===== config.mk =====
export PLATFORM = sky130hd
export DESIGN_NAME = axis_pipe_n
export DESIGN_NICKNAME = d
export VERILOG_FILES = /design/src/rtl/axis_pipe_n.sv
export SDC_FILE = /design/constraint.sdc
export NUM_CORES = 1
export LEC_CHECK = 0
export BUFFER_PORTS_ARGS = -buffer_cell sky130_fd_sc_hd__buf_2
export CAP_MARGIN = 20
export CORE_ASPECT_RATIO = 2
export CORE_MARGIN = 2
export CORE_UTILIZATION = 60
export DETAILED_ROUTE_END_ITERATION = 8
export PLACE_DENSITY = 0.83
export SYNTH_ARGS = -nofsm -noshare
export SYNTH_HDL_FRONTEND = slang
export SYNTH_SLANG_ARGS = --single-unit

===== constraint.sdc =====
create_clock -name clk -period 4.2 [get_ports clk]
set_input_delay 0.63 -clock clk [delete_from_list [all_inputs] [get_ports clk]]
set_output_delay 0.63 -clock clk [all_outputs]
set_load 0.02 [all_outputs]

===== src/rtl/axis_pipe_n.sv =====
// AXI4-Stream register pipeline: STAGES chained skid-buffer slices with registered ready,
// optional output byte swap, and occupancy / delivered-packet status counters.
module axis_pipe_n #(
  parameter int unsigned AXIS_WIDTH = 32,
  parameter int unsigned STAGES     = 2,
  parameter bit          BYTE_SWAP  = 1'b0,
  localparam int unsigned OccW      = $clog2(2 * STAGES + 1)
) (
  input  logic                  clk,
  input  logic                  reset,
  input  logic                  s_axis_tvalid,
  input  logic [AXIS_WIDTH-1:0] s_axis_tdata,
  input  logic                  s_axis_tlast,
  output logic                  s_axis_tready,
  output logic                  m_axis_tvalid,
  output logic [AXIS_WIDTH-1:0] m_axis_tdata,
  output logic                  m_axis_tlast,
  input  logic                  m_axis_tready,
  output logic [OccW-1:0]       occupancy,
  output logic [15:0]           pkt_count
);

  localparam int unsigned NumBytes = AXIS_WIDTH / 8;

  // Index k is the input side of stage k; index STAGES is the output side.
  logic [STAGES:0]     v_chain;
  logic [STAGES:0]     l_chain;
  logic [STAGES:0]     rdy_chain;
  logic [AXIS_WIDTH-1:0] d_chain [STAGES+1];

  assign v_chain[0]        = s_axis_tvalid;
  assign d_chain[0]        = s_axis_tdata;
  assign l_chain[0]        = s_axis_tlast;
  assign rdy_chain[STAGES] = m_axis_tready;

  for (genvar k = 0; k < STAGES; k++) begin : g_stage
    logic                  main_v_q, main_v_d, skid_v_q, skid_v_d;
    logic                  main_l_q, main_l_d, skid_l_q, skid_l_d;
    logic [AXIS_WIDTH-1:0] main_d_q, main_d_d, skid_d_q, skid_d_d;
    logic                  rdy_q;
    logic                  in_fire, out_fire;

    assign in_fire  = v_chain[k] & rdy_q;
    assign out_fire = main_v_q & rdy_chain[k+1];

    always_comb begin
      main_v_d = main_v_q;
      main_d_d = main_d_q;
      main_l_d = main_l_q;
      skid_v_d = skid_v_q;
      skid_d_d = skid_d_q;
      skid_l_d = skid_l_q;
      if (!main_v_q) begin
        if (in_fire) begin
          main_v_d = 1'b1;
          main_d_d = d_chain[k];
          main_l_d = l_chain[k];
        end
      end else if (skid_v_q) begin
        if (out_fire) begin
          main_d_d = skid_d_q;
          main_l_d = skid_l_q;
          skid_v_d = 1'b0;
        end
      end else if (out_fire && in_fire) begin
        main_d_d = d_chain[k];
        main_l_d = l_chain[k];
      end else if (out_fire) begin
        main_v_d = 1'b0;
      end else if (in_fire) begin
        skid_v_d = 1'b1;
        skid_d_d = d_chain[k];
        skid_l_d = l_chain[k];
      end
    end

    always_ff @(posedge clk) begin
      if (reset) begin
        main_v_q <= 1'b0;
        main_d_q <= '0;
        main_l_q <= 1'b0;
        skid_v_q <= 1'b0;
        skid_d_q <= '0;
        skid_l_q <= 1'b0;
        rdy_q    <= 1'b0;
      end else begin
        main_v_q <= main_v_d;
        main_d_q <= main_d_d;
        main_l_q <= main_l_d;
        skid_v_q <= skid_v_d;
        skid_d_q <= skid_d_d;
        skid_l_q <= skid_l_d;
        // Ready tracks the skid's next state so a full slice never accepts an extra beat.
        rdy_q    <= ~skid_v_d;
      end
    end

    assign v_chain[k+1] = main_v_q;
    assign d_chain[k+1] = main_d_q;
    assign l_chain[k+1] = main_l_q;
    assign rdy_chain[k] = rdy_q;
  end

  assign s_axis_tready = rdy_chain[0];
  assign m_axis_tvalid = v_chain[STAGES];
  assign m_axis_tlast  = l_chain[STAGES];

  for (genvar b = 0; b < NumBytes; b++) begin : g_bytes
    if (BYTE_SWAP) begin : g_swap
      assign m_axis_tdata[8*b +: 8] = d_chain[STAGES][8*(NumBytes-1-b) +: 8];
    end else begin : g_pass
      assign m_axis_tdata[8*b +: 8] = d_chain[STAGES][8*b +: 8];
    end
  end

  logic            s_fire, m_fire;
  logic [OccW-1:0] occ_q, occ_d;
  logic [15:0]     pkt_q, pkt_d;

  assign s_fire = s_axis_tvalid & rdy_chain[0];
  assign m_fire = v_chain[STAGES] & m_axis_tready;

  always_comb begin
    occ_d = occ_q;
    if (s_fire && !m_fire) begin
      occ_d = occ_q + OccW'(1);
    end else if (!s_fire && m_fire) begin
      occ_d = occ_q - OccW'(1);
    end
    pkt_d = pkt_q;
    if (m_fire && l_chain[STAGES]) begin
      pkt_d = pkt_q + 16'd1;
    end
  end

  always_ff @(posedge clk) begin
    if (reset) begin
      occ_q <= '0;
      pkt_q <= '0;
    end else begin
      occ_q <= occ_d;
      pkt_q <= pkt_d;
    end
  end

  assign occupancy = occ_q;
  assign pkt_count = pkt_q;

endmodule


# Yosys cells after proc, flatten, opt, wreduce, memory -nomap -nowiden
# Index checks and enable logic that the tools add are counted.
# W data, S select, Z words.
dict set report totals {
  elab_cells 88
  regBits 157
  output_inout_bits 54
}
dict set report op_classes {
  bitwise 11
  reduce_logical 14
  n_eq_ne 4
  add_sub_neg 3
  n_mux 40
}
# operator n
set ops {}
lappend ops {{$mux W32} 10}
lappend ops {{$mux W1} 28}
lappend ops {{$add A16 B1 Y16 const B} 1}
lappend ops {{$reduce_and A5 Y1} 2}
lappend ops {{$not A1 Y1} 8}
lappend ops {{$mux W3} 2}
lappend ops {{$ne A3 B1 Y1 const B} 2}
lappend ops {{$ne A3 B2 Y1 const B} 2}
lappend ops {{$reduce_and A3 Y1} 2}
lappend ops {{$reduce_bool A2 Y1} 3}
lappend ops {{$logic_and A1 B1 Y1} 5}
lappend ops {{$add A3 B1 Y3 const B} 1}
lappend ops {{$and A1 B1 Y1} 3}
lappend ops {{$sub A3 B1 Y3 const B} 1}
lappend ops {{$logic_not A1 Y1} 2}

# Logic depth before layout (Yosys ltp)
# Gate-level depths: netlist of the first run.
dict set report logic_depth {
  depth_word 7
  ltp_mapped 8
}

# Worst setup path before layout of the first run
# No wires, ideal clock.
dict set report synth_timing {
  path_type {in2reg}
  from {input port s_axis_tvalid}
  to {register occ_q[2], in the netlist occupancy[2]}
  slack_ns 2.179
  stages 8
  setup_time_ns 0.070
  n_path_buf 0
  t_arrival_ns 1.951
  cell_sequence {nand2_1 inv_1 ha_1 inv_1 fa_1 xor2_1 or3_1 a21oi_1}
}
dict set report synth_between {
  elab_chain_len 4
}
# item line_no
set synth_rtl {}
lappend synth_rtl {{start: declaration} 11} ;# input logic s_axis_tvalid,
lappend synth_rtl {{$and A1 B1 Y1 (*)} 120} ;# assign s_fire = s_axis_tvalid & rdy_chain[0];
lappend synth_rtl {{$logic_not A1 Y1} 127} ;# end else if (!s_fire && m_fire) begin
lappend synth_rtl {{$logic_and A1 B1 Y1} 127}
lappend synth_rtl {{$reduce_bool A2 Y1 (no source line)} -}
lappend synth_rtl {{end signal: assignment} 138} ;# occ_q <= '0;
lappend synth_rtl {{end signal: assignment} 141} ;# occ_q <= occ_d;
lappend synth_rtl {{end: declaration} 117} ;# logic [OccW-1:0] occ_q, occ_d;
# Mark *: on every way between the ends. The rest lies on a longest branch, timed or not.
# A chain may end at the register's enable or synchronous reset.

# Worst setup path in the final report of the first run
dict set report layout_timing {
  from {register g_stage[1].main_v_q, in the netlist m_axis_tvalid}
  to {register g_stage[1].main_d_q[22], in the netlist m_axis_tdata[22]}
}
dict set report layout_between {
  elab_chain_len 4
}
# item line_no
set layout_rtl {}
lappend layout_rtl {{start: declaration} 37} ;# logic main_v_q, main_v_d, skid_v_q, skid_v_d;
lappend layout_rtl {{start signal: assignment} 87} ;# main_v_q <= main_v_d;
lappend layout_rtl {{$and A1 B1 Y1} 44} ;# assign out_fire = main_v_q & rdy_chain[k+1];
lappend layout_rtl {{$logic_and A1 B1 Y1} 65} ;# end else if (out_fire && in_fire) begin
lappend layout_rtl {{$ne A3 B1 Y1 (no source line)} -}
lappend layout_rtl {{$reduce_and A3 Y1 (no source line)} -}
lappend layout_rtl {{end signal: assignment} 88} ;# main_d_q <= main_d_d;
lappend layout_rtl {{end: declaration} 39} ;# logic [AXIS_WIDTH-1:0] main_d_q, main_d_d, skid_d_q, skid_d_d;
# Parallel ways exist; a longest one is shown, timed or not.

==> results.py, run 1 <==
metrics = {
    "yosys": {
        "ys_ff_latch": 157,
        "ys.flop_type": "dfxtp_1",
        "synth.top_cell.area_share": 0.502,
        "synthTopCellsByArea": "dfxtp_1 50%, nand2_1 12%, a311oi_1 9.2%",
        "syn_area_sq_um": 6260,
        "synth_fp_nets": 831,
        "synthCells": 791,
        "async_reset_ff_frac": 0,
        "synth_cell_types": 30,
        "synth-edff-count": 0,
        "yosys_warnings": 0,
        "seq_area_frac_synth": 0.502,
        "yosysTopAreaCell": "dfxtp_1",
        "avgSynthCellArea_sq_um": 7.92,
    },
    "clocking": {
        "postCtsSetupRepairBufs": 0,
        "cts_made_buffers": 17,
        "htree_levels": 4,
        "hold_buffers": 0,
        "clkSlewWorstSetupHoldPaths_ns": 0.06,
        "clockRootBuffer": "clkbuf_16",
        "cts_resized": 0,
        "cts.sinks": 157,
        "clock_path_buffers": 2,
        "clk_latency_ns": 0.42,
        "tritoncts": "built",
    },
    "floorplan": {
        "start_util": 0.617,
        "fp.dieArea_sq_um": 11300,
        "die_x_um": 76.3,
        "fp.dieH_um": 149,
        "io_pins": 91,
        "rows": 52,
        "coreArea_sq_um": 10100,
    },
    "sta": {
        "holdWs_ns": 0.452,
        "min_period_over_period": 0.610,
        "worst_clock_skew_ns": 0.0112,
        "slew_violations": 0,
        "slew_headroom": 0.314,
        "fin_tns_setup_ns": 0,
        "finalSetupViolCount": 0,
        "fin_crit_ns": 2.56,
        "rsz0062_at_grt": "false",
        "worst_pin_slew_ns": 1.03,
        "hold_viol": 0,
        "max_freq_ghz": 0.390,
    },
    "global_route": {
        "grt_pass1_vias": 5458,
        "antenna_found_initial": 0,
        "gr-usage-all-layers": 0.261,
        "grt_max_degree": 103,
        "overflow": 0,
        "grt_pass1_wl_mm": 24.4,
    },
    "layout": {
        "synthToLayoutAreaGrowth_pct": 18.4,
        "final_common_cell": "nand2_1",
        "antennaDiodeCount": 0,
        "final_area_sq_um": 7420,
        "drive_gt1_frac": 0.161,
        "final_cell_mix": "205 x nand2_1, 157 x dfxtp_1, 89 x buf_2",
        "nets": 886,
        "final_util": 0.731,
    },
    "setup_path": {
        "crit_type": "register to register",
        "arrival_ns": 2.85,
        "start_kind": "register",
        "rr_worst_depth": 6,
        "crit_required_ns": 4.49,
        "critPathMaxFanout": 52,
        "critPathBufInv": 2,
        "slowest_stage": "dfxtp_1",
        "cp.depth": 6,
        "path_cells": "nand2_1 -> buf_4 -> a21boi_4 -> buf_4 -> nor2_1 -> a311oi_1",
        "path_common_cell": "buf_4",
        "r2r_slack_ns": 1.64,
        "slowest_delay_ns": 0.69,
        "critical_path.endpoint_type": "register",
        "cp_top_family": "buffers and inverters",
    },
    "power": {
        "powerDensity_nw_per_um2": 457,
        "ir_drop_mv": 0.428,
        "p_leak_uw": 0.00277,
    },
    "drt": {
        "drt-initial-drc-count": 539,
        "drc_errors": 0,
        "vias": 5784,
        "drt-total-wl_mm": 14.9,
        "viasPerCell": 5.82,
        "ant_nets": 0,
        "drtPass1Iterations": 5,
        "avgRoutedWirePerCell_um": 15.0,
    },
    "run_status": {
        "status": "finished, final reports clean",
    },
    "run": {
        "cap_violations": 0,
    },
    "placed_design": {
        "place_area_sq_um": 6750,
        "place.gp.congestion": 0.807,
        "io_buffers": 90,
        "dpl.hpwl_mm": 9.24,
    },
    "worst_hold_path": {
        "hold_class": "register to register",
        "hold-path-cell-count": 2,
    },
}
## per-stage QoR
stage          cells  power, uW  worst slack [ns]
6_report         994       3390              1.64
5_1_grt          994       3500              1.35
4_1_cts          992       3410              1.72
3_5_place_dp     960       1840              1.80
3_3_place_gp     960       1830              1.95
2_1_floorplan    791       1760              2.18
## worst register-to-register path, cell delays in order (launching register included)
cell      delay (ns)
dfxtp_1         0.69
nand2_1         0.12
buf_4           0.28
a21boi_4        0.37
buf_4           0.51
nor2_1          0.12
a311oi_1        0.35
## cell usage after synthesis, drive strengths merged (2+ instances only)
master and count:
a21boi 2, a21oi 75, a311oi 66, a31oi 2, and3 2, buf 15
clkbuf 53, dfxtp 157, ha 2, inv 7, mux2 3, mux2i 2
nand2 205, nand2b 2, nand3 75, nand4 2, nor2 82, nor2b 5
nor3 4, o21ai 7, or3 7, or4 2, xnor2 3, xor2 7
## final timing paths
kind                                        startpoint                                    to
hold reg to reg   g_stage[1].skid_d_q[19]$_SDFFE_PP0P_  g_stage[1].skid_d_q[19]$_SDFFE_PP0P_
setup reg to reg              m_axis_tvalid$_SDFF_PP0_         m_axis_tdata[22]$_SDFFE_PP0P_
hold / removal    g_stage[1].skid_d_q[19]$_SDFFE_PP0P_  g_stage[1].skid_d_q[19]$_SDFFE_PP0P_
setup / recovery              m_axis_tvalid$_SDFF_PP0_         m_axis_tdata[22]$_SDFFE_PP0P_
## registers in the layout (all words and copies together) (netlist names)
name,flops
g_stage.skid_d_q,64
g_stage.main_d_q,32
m_axis_tdata,32
pkt_count,16
occupancy,3
g_stage.skid_l_q,2
g_stage.skid_v_q,2
g_stage.main_l_q,1
g_stage.main_v_q,1
g_stage.rdy_q,1
m_axis_tlast,1
m_axis_tvalid,1
s_axis_tready,1
## where the power goes
part | internal (uW) | switching [uW]
registers | 1540 | 40.4
logic | 81.4 | 153
clock network | 1010 | 567
total | 2630 | 760
## cells by family after synthesis
| logic type | after synthesis | synth area share |
|---|---|---|
| multiplexers | 5 | 0.00859 |
| buffers and inverters | 75 | 0.0457 |
| flip-flops | 157 | 0.502 |
| AO/OA/AOI/OAI | 152 | 0.162 |
| adder cells (fa/ha/maj) | 3 | 0.00719 |
| XOR/XNOR | 10 | 0.0140 |
| AND/OR/NAND/NOR | 389 | 0.261 |
## layout make-up
| class | instances | area, sq um |
|---|---|---|
| sequential | 157 | 3140 |
| multi-input combinational | 559 | 2870 |
| fill | 788 | 2730 |
| timing repair buffer | 104 | 598 |
| clock buffer | 26 | 509 |
| tap | 135 | 169 |
| clock inverter | 6 | 105 |
| inverter | 7 | 26.3 |
## metal layers
metal / part of all wire / GRT usage / up-vias
li1: - / - / 2838
met1: 0.41 / 0.298 / 2743
met2: 0.53 / 0.473 / 178
met3: 0.046 / 0.0589 / 25
met4: 0.019 / 0.0964 / 0
met5: 0 / 0 / -
(Power assumes the default switching activity.)
==> run 2, diff against run 1 <==
--- a/config.mk
+++ b/config.mk
@@ -9,9 +9,9 @@
 export CAP_MARGIN = 20
 export CORE_ASPECT_RATIO = 2
 export CORE_MARGIN = 2
-export CORE_UTILIZATION = 60
+export CORE_UTILIZATION = 57
 export DETAILED_ROUTE_END_ITERATION = 8
-export PLACE_DENSITY = 0.83
+export PLACE_DENSITY = 0.8
 export SYNTH_ARGS = -nofsm -noshare
 export SYNTH_HDL_FRONTEND = slang
 export SYNTH_SLANG_ARGS = --single-unit
==> constraint.sdc (replaced) <==
create_clock -name clk -period 2.54 [get_ports clk]
set_input_delay 0.381 -clock clk [delete_from_list [all_inputs] [get_ports clk]]
set_output_delay 0.381 -clock clk [all_outputs]
set_load 0.02 [all_outputs]
==> run 2 against run 1 <==
Sequential power up 65%; utilization is 3.8 points lower; highest routed layer unchanged; register-to-register slack lost 1.1 ns; largest cell class unchanged.
==> results.py, run 2 (synthesis results as in run 1) <==
metrics = {
    "run_status": {
        "status": "finished, final reports clean",
    },
    "drt": {
        "vias": 5832,
        "ant_nets": 0,
        "avgRoutedWirePerCell_um": 15.3,
        "drc_errors": 0,
        "drt-total-wl_mm": 15.3,
        "viasPerCell": 5.83,
        "drtPass1Iterations": 6,
        "drt-initial-drc-count": 437,
    },
    "power": {
        "clock_power_share": 0.468,
        "switching_share": 0.232,
        "ir_drop_mv": 0.573,
        "comb_power_share": 0.070,
        "intPower_uw": 4340,
        "p_leak_uw": 0.00278,
        "powerDensity_nw_per_um2": 754,
        "switchingPower_uw": 1310,
        "pwr-share-seq": 0.463,
    },
    "setup_path": {
        "crit_required_ns": 2.83,
        "crit_type": "register to register",
        "rr_startpoint": "m_axis_tvalid$_SDFF_PP0_",
        "critical_path.endpoint_type": "register",
        "crit_path_end": "pkt_count[15]$_SDFFE_PP0P_",
        "path_cells": "nand3_1 -> nor4_2 -> buf_4 -> nor3b_1 -> mux2_1",
        "arrival_ns": 2.32,
        "crit_start": "m_axis_tvalid$_SDFF_PP0_",
        "slowest_stage": "dfxtp_1",
        "r2r_slack_ns": 0.52,
        "start_kind": "register",
        "slowest_delay_ns": 0.45,
        "rr_worst_depth": 5,
        "reg2reg_to": "pkt_count[15]$_SDFFE_PP0P_",
        "critPathMaxFanout": 8,
    },
    "sta": {
        "slew_violations": 0,
        "slew_headroom": 0.703,
        "fin_tns_setup_ns": 0,
        "finalSetupViolCount": 0,
        "worst_clock_skew_ns": 0.0108,
        "hold_viol": 0,
        "holdWs_ns": 0.210,
        "min_period_over_period": 0.797,
        "fin_crit_ns": 2.02,
        "max_freq_ghz": 0.494,
        "rsz0062_at_grt": "false",
        "fin_ws_ns": 0.517,
        "worst_pin_slew_ns": 0.446,
    },
    "layout": {
        "synthToLayoutAreaGrowth_pct": 19.5,
        "antennaDiodeCount": 0,
        "drive_gt1_frac": 0.165,
        "regMostFlops": "g_stage.skid_d_q",
        "nets": 888,
        "final_cell_mix": "205 x nand2_1, 157 x dfxtp_1, 89 x buf_2",
        "largest_reg_flops": 64,
        "finalNonFillerCells": 1001,
        "final_common_cell": "nand2_1",
    },
    "clocking": {
        "cts.sinks": 157,
        "clockRootBuffer": "clkbuf_16",
        "tritoncts": "built",
        "clock_path_buffers": 2,
        "cts_resized": 0,
        "clk_latency_ns": 0.42,
        "htree_levels": 4,
        "hold_buffers": 0,
        "cts_made_buffers": 17,
        "postCtsSetupRepairBufs": 0,
        "clkSlewWorstSetupHoldPaths_ns": 0.06,
    },
    "placed_design": {
        "place.gp.congestion": 0.812,
        "place_ws_ns": 0.500,
        "io_buffers": 90,
        "dpl.cell_count": 967,
        "dpl.hpwl_mm": 9.70,
    },
    "floorplan": {
        "fp.dieArea_sq_um": 11900,
        "coreArea_sq_um": 10800,
        "die_x_um": 78.1,
        "fp.dieH_um": 152,
        "start_util": 0.580,
        "io_pins": 91,
        "rows": 54,
    },
    "worst_hold_path": {
        "hold_class": "input port to register",
    },
    "global_route": {
        "gr-usage-all-layers": 0.255,
        "antenna_found_initial": 0,
        "grt_max_degree": 67,
        "overflow": 0,
        "grt_pass1_wl_mm": 24.8,
        "grt_pass1_vias": 5379,
    },
    "run": {
        "cap_violations": 0,
    },
}
==> run 2: cell count changes in the layout (fill, tap and decap cells not counted), sizes merged <==
cell / change
clkbuf: -7
inv: +1
clkinvlp: +3
bufinv: +1
buf: +2
clkinv: +2
==> run 2: routing by layer <==
metal	GRT usage	part of all wire
met1	0.306	0.40
met2	0.440	0.51
met3	0.0450	0.055
met4	0.114	0.026
met5	0	0
==> run 2: cell type report <==
cell class | instances | area [sq um]
well taps | 140 | 175
fillers | 889 | 3320
clock buffers | 19 | 433
clock inverters | 13 | 191
multi-input cells | 559 | 2870
flip-flops and latches | 157 | 3140
inverters | 7 | 26.3
repair buffers | 106 | 651
==> run 2: power by group through the flow <==
stage          logic (uW)  clock network (uW)  registers, uW
6_report              394                2640           2610
5_1_grt               432                2780           2620
4_1_cts               392                2660           2610
3_5_place_dp          390                   0           2660
3_3_place_gp          376                   0           2660
2_1_floorplan         223                   0           2680
==> run 2: critical path: cells and delay by family (launching register included) <==
family,cells,cell delay [ns]
mux,1,0.35
flops,1,0.45
buf+inv,1,0.20
simple gates,3,0.91
==> run 2: worst min-delay path by stage <==
stage                                                 endpoint  depth (start not counted)                                  from
final                     g_stage[0].skid_d_q[15]$_SDFFE_PP0P_                          3                      s_axis_tdata[15]
after global routing          g_stage[0].skid_l_q$_SDFFE_PP0P_                          3                          s_axis_tlast
after CTS                 g_stage[0].skid_d_q[15]$_SDFFE_PP0P_                          3                      s_axis_tdata[15]
after detailed placement  g_stage[1].skid_d_q[21]$_SDFFE_PP0P_                          2  g_stage[1].skid_d_q[21]$_SDFFE_PP0P_
after global placement     g_stage[1].skid_d_q[0]$_SDFFE_PP0P_                          2   g_stage[1].skid_d_q[0]$_SDFFE_PP0P_
after floorplan            g_stage[0].skid_d_q[0]$_SDFFE_PP0P_                          2   g_stage[0].skid_d_q[0]$_SDFFE_PP0P_
==> run 2: through the flow <==
stage / util / cell area [sq um] / total power (uW)
4_1_cts: 0.688 / 7430 / 5670
5_1_grt: 0.693 / 7490 / 5830
3_3_place_gp: 0.630 / 6810 / 3040
3_5_place_dp: 0.630 / 6810 / 3050
6_report: 0.693 / 7490 / 5650
2_1_floorplan: - / 6260 / 2910
==> run 3, diff against run 2 <==
--- a/config.mk
+++ b/config.mk
@@ -5,13 +5,14 @@
 export SDC_FILE = /design/constraint.sdc
 export NUM_CORES = 1
 export LEC_CHECK = 0
+export ABC_AREA = 1
 export BUFFER_PORTS_ARGS = -buffer_cell sky130_fd_sc_hd__buf_2
 export CAP_MARGIN = 20
 export CORE_ASPECT_RATIO = 2
 export CORE_MARGIN = 2
-export CORE_UTILIZATION = 57
+export CORE_UTILIZATION = 51
 export DETAILED_ROUTE_END_ITERATION = 8
-export PLACE_DENSITY = 0.8
+export PLACE_DENSITY = 0.75
 export SYNTH_ARGS = -nofsm -noshare
 export SYNTH_HDL_FRONTEND = slang
 export SYNTH_SLANG_ARGS = --single-unit
==> constraint.sdc (replaced) <==
create_clock -name clk -period 1.77 [get_ports clk]
set_input_delay 0.2655 -clock clk [delete_from_list [all_inputs] [get_ports clk]]
set_output_delay 0.2655 -clock clk [all_outputs]
set_load 0.02 [all_outputs]
==> run 3 against run 2 <==
Sequential power grew 42%; synthesized cell count grew 15%; largest cell class unchanged; clock skew shrank 0.0028 ns; clock power grew 31%; synthesized area grew 3.1%; die area grew 15%; via count grew 2.4%; global-route usage shrank 3.5 points; sequential share of layout area shrank 0.77 points; register-to-register slack lost 0.37 ns.
==> results.py, run 3 <==
metrics = {
    "clocking": {
        "clockRootBuffer": "clkbuf_16",
        "clk_latency_ns": 0.42,
        "hold_buffers": 0,
        "cts_made_buffers": 17,
        "clock_path_buffers": 2,
        "htree_levels": 4,
        "cts.sinks": 157,
        "clkSlewWorstSetupHoldPaths_ns": 0.06,
        "tritoncts": "built",
        "postCtsSetupRepairBufs": 0,
    },
    "placed_design": {
        "dpl.cell_count": 1111,
        "io_buffers": 90,
        "dpl.hpwl_mm": 9.91,
        "place.gp.congestion": 0.896,
        "place_ws_ns": 0.123,
    },
    "layout": {
        "finalNonFillerCells": 1143,
        "fill_cells": 1160,
        "regMostFlops": "g_stage.skid_d_q",
        "final_common_cell": "nor2_1",
        "drive_gt1_frac": 0.152,
        "antennaDiodeCount": 0,
        "multi_input_comb_area_sq_um": 2860,
        "synthToLayoutAreaGrowth_pct": 18.1,
        "ff_latch_area_sq_um": 3140,
        "final_cell_mix": "218 x nor2_1, 157 x dfxtp_1, 126 x a21oi_1",
        "nets": 1020,
        "largest_reg_flops": 64,
    },
    "yosys": {
        "synthSimpleGateAreaFrac": 0.248,
        "syn_area_sq_um": 6460,
        "synthTopCellsByArea": "dfxtp_1 49%, nor2_1 13%, a21oi_1 9.8%",
        "async_reset_ff_frac": 0,
        "yosys_warnings": 0,
        "synth.top_cell.area_share": 0.487,
        "synthCells": 911,
        "synth_compound_area_frac": 0.184,
        "synth_fp_nets": 951,
        "yosysTopAreaCell": "dfxtp_1",
        "synth_cell_types": 24,
        "synth-edff-count": 0,
        "synth-adder-area-share": 0.00697,
        "yosysMostFrequentCell": "nor2_1",
        "ys_ff_latch": 157,
        "synth_common_cells": "219 x nor2_1, 157 x dfxtp_1, 126 x a21oi_1",
        "synth_xor_area_frac": 0.00271,
        "yosys-mux-area-fraction": 0,
        "ys.flop_type": "dfxtp_1",
        "seq_area_frac_synth": 0.487,
        "avgSynthCellArea_sq_um": 7.09,
        "synth_top_family_by_area": "simple AND/OR/NAND/NOR gates",
    },
    "drt": {
        "viasPerCell": 5.22,
        "avgRoutedWirePerCell_um": 13.1,
        "drtPass1Iterations": 5,
        "drc_errors": 0,
        "ant_nets": 0,
        "vias": 5971,
        "drt-initial-drc-count": 500,
        "drt-total-wl_mm": 15.0,
    },
    "setup_path": {
        "crit_required_ns": 2.07,
        "rr_worst_depth": 6,
        "cp_top_family": "adder cells",
        "arrival_ns": 1.92,
        "start_kind": "register",
        "critPathBufInv": 1,
        "critical_path.endpoint_type": "register",
        "rr_startpoint": "m_axis_tvalid$_SDFF_PP0_",
        "slowest_stage": "dfxtp_1",
        "path_cells": "nand2_1 -> ha_1 -> inv_1 -> fa_1 -> o21ai_0 -> a21oi_1",
        "slowest_delay_ns": 0.42,
        "crit_type": "register to register",
        "reg2reg_to": "occupancy[1]$_SDFFE_PP0P_",
        "critPathMaxFanout": 6,
        "r2r_slack_ns": 0.15,
    },
    "global_route": {
        "overflow": 0,
        "antenna_found_initial": 0,
        "grt_pass1_vias": 5410,
        "gr-usage-all-layers": 0.221,
        "grt_pass1_wl_mm": 25.0,
        "grt_max_degree": 96,
    },
    "sta": {
        "worst_pin_slew_ns": 0.669,
        "finalSetupViolCount": 0,
        "rsz0062_at_grt": "false",
        "slew_headroom": 0.554,
        "min_period_over_period": 0.918,
        "fin_crit_ns": 1.62,
        "hold_viol": 0,
        "worst_clock_skew_ns": 0.00801,
        "fin_ws_ns": 0.145,
        "slew_violations": 0,
        "max_freq_ghz": 0.616,
        "fin_tns_setup_ns": 0,
    },
    "worst_hold_path": {
        "hold_class": "input port to register",
        "min_from": "s_axis_tdata[4]",
        "worst_hold_path.endpoint": "g_stage[0].skid_d_q[4]$_SDFFE_PP0P_",
        "hold-path-cell-count": 3,
    },
    "power": {
        "ir_drop_mv": 0.724,
        "powerDensity_nw_per_um2": 1010,
        "p_leak_uw": 0.00311,
    },
    "floorplan": {
        "coreArea_sq_um": 12500,
        "fp.dieH_um": 163,
        "fp.dieArea_sq_um": 13600,
        "rows": 58,
        "die_x_um": 83.6,
        "start_util": 0.518,
        "io_pins": 91,
    },
    "run_status": {
        "status": "finished, final reports clean",
    },
    "run": {
        "cap_violations": 0,
    },
}
-- run 3: cell count changes after synthesis, moves of 7 or more --
cell	previous run	this run
nor2_1	82	219
o21ai_0	7	104
nand2_1	205	116
a311oi_1	66	0
a21oi_1	75	126
inv_1	7	47
nand3_1	75	55
clkbuf_1	53	34
buf_2	4	22
buf_1	11	2
or3_1	7	0
-- run 3: cell families after synthesis --
logic type | count (synthesis)
buffers and inverters | 111
XOR/XNOR | 2
adder cells (fa/ha/maj) | 3
AND/OR/NAND/NOR | 402
AO/OA/AOI/OAI | 236
flip-flops | 157
-- run 3: per-stage QoR --
step	instance area, sq um	power, uW	hold slack, ns	utilization
finish	7630	7670	0.112	0.611
global route	7630	7950	0.126	0.611
CTS	7620	7730	0.106	0.611
detailed placement	7050	4300	0.439	0.565
global placement	7050	4280	0.432	0.565
floorplan	6460	4120	0.424	-
-- run 3: cell type report --
| cell class | count | area share |
|---|---|---|
| inverter | 48 | 0.0236 |
| sequential | 157 | 0.412 |
| timing repair buffer | 113 | 0.0899 |
| clock buffer | 19 | 0.0594 |
| clock inverter | 13 | 0.0156 |
| multi-input combinational | 643 | 0.375 |
| tap | 150 | 0.0246 |
-- run 3: how the worst max path moves through the flow --
| stage | startpoint | depth (start not counted) | to |
|---|---|---|---|
| detailed placement | m_axis_tready | 10 | occupancy[2]$_SDFFE_PP0P_ |
| CTS | s_axis_tready$_SDFF_PP0_ | 10 | occupancy[2]$_SDFFE_PP0P_ |
| global placement | s_axis_tvalid | 11 | occupancy[2]$_SDFFE_PP0P_ |
| finish | m_axis_tvalid$_SDFF_PP0_ | 6 | occupancy[1]$_SDFFE_PP0P_ |
| global route | m_axis_tvalid$_SDFF_PP0_ | 9 | occupancy[2]$_SDFFE_PP0P_ |
| floorplan | s_axis_tready$_SDFF_PP0_ | 10 | occupancy[2]$_SDFFE_PP0P_ |
-- run 3: power breakdown --
group	leakage [uW]	total, uW	switching [uW]	internal (uW)
clock	0.000271	3450	1440	2010
combinational	0.00157	520	328	192
sequential	0.00127	3700	69.8	3630
-- run 3: what timing repair did --
| item | CTS | global route |
|---|---|---|
| endpoints found under the hold margin | 0 | 0 |
| resized for setup | 0 | 2 |
| endpoints found under the setup margin | 0 | 2 |
-- run 3: routing by layer --
metal,vias up,track usage,share of wire
met5,-,0,0
met4,0,0.0968,0.027
met3,33,0.0404,0.042
met2,161,0.372,0.49
met1,2674,0.275,0.44
li1,3103,-,-
-- run 3: worst reg2reg max path, cell delays in order, from the launching register on --
cell     delay, ns
dfxtp_1       0.42
nand2_1       0.15
ha_1          0.21
inv_1         0.10
fa_1          0.41
o21ai_0       0.16
a21oi_1       0.06
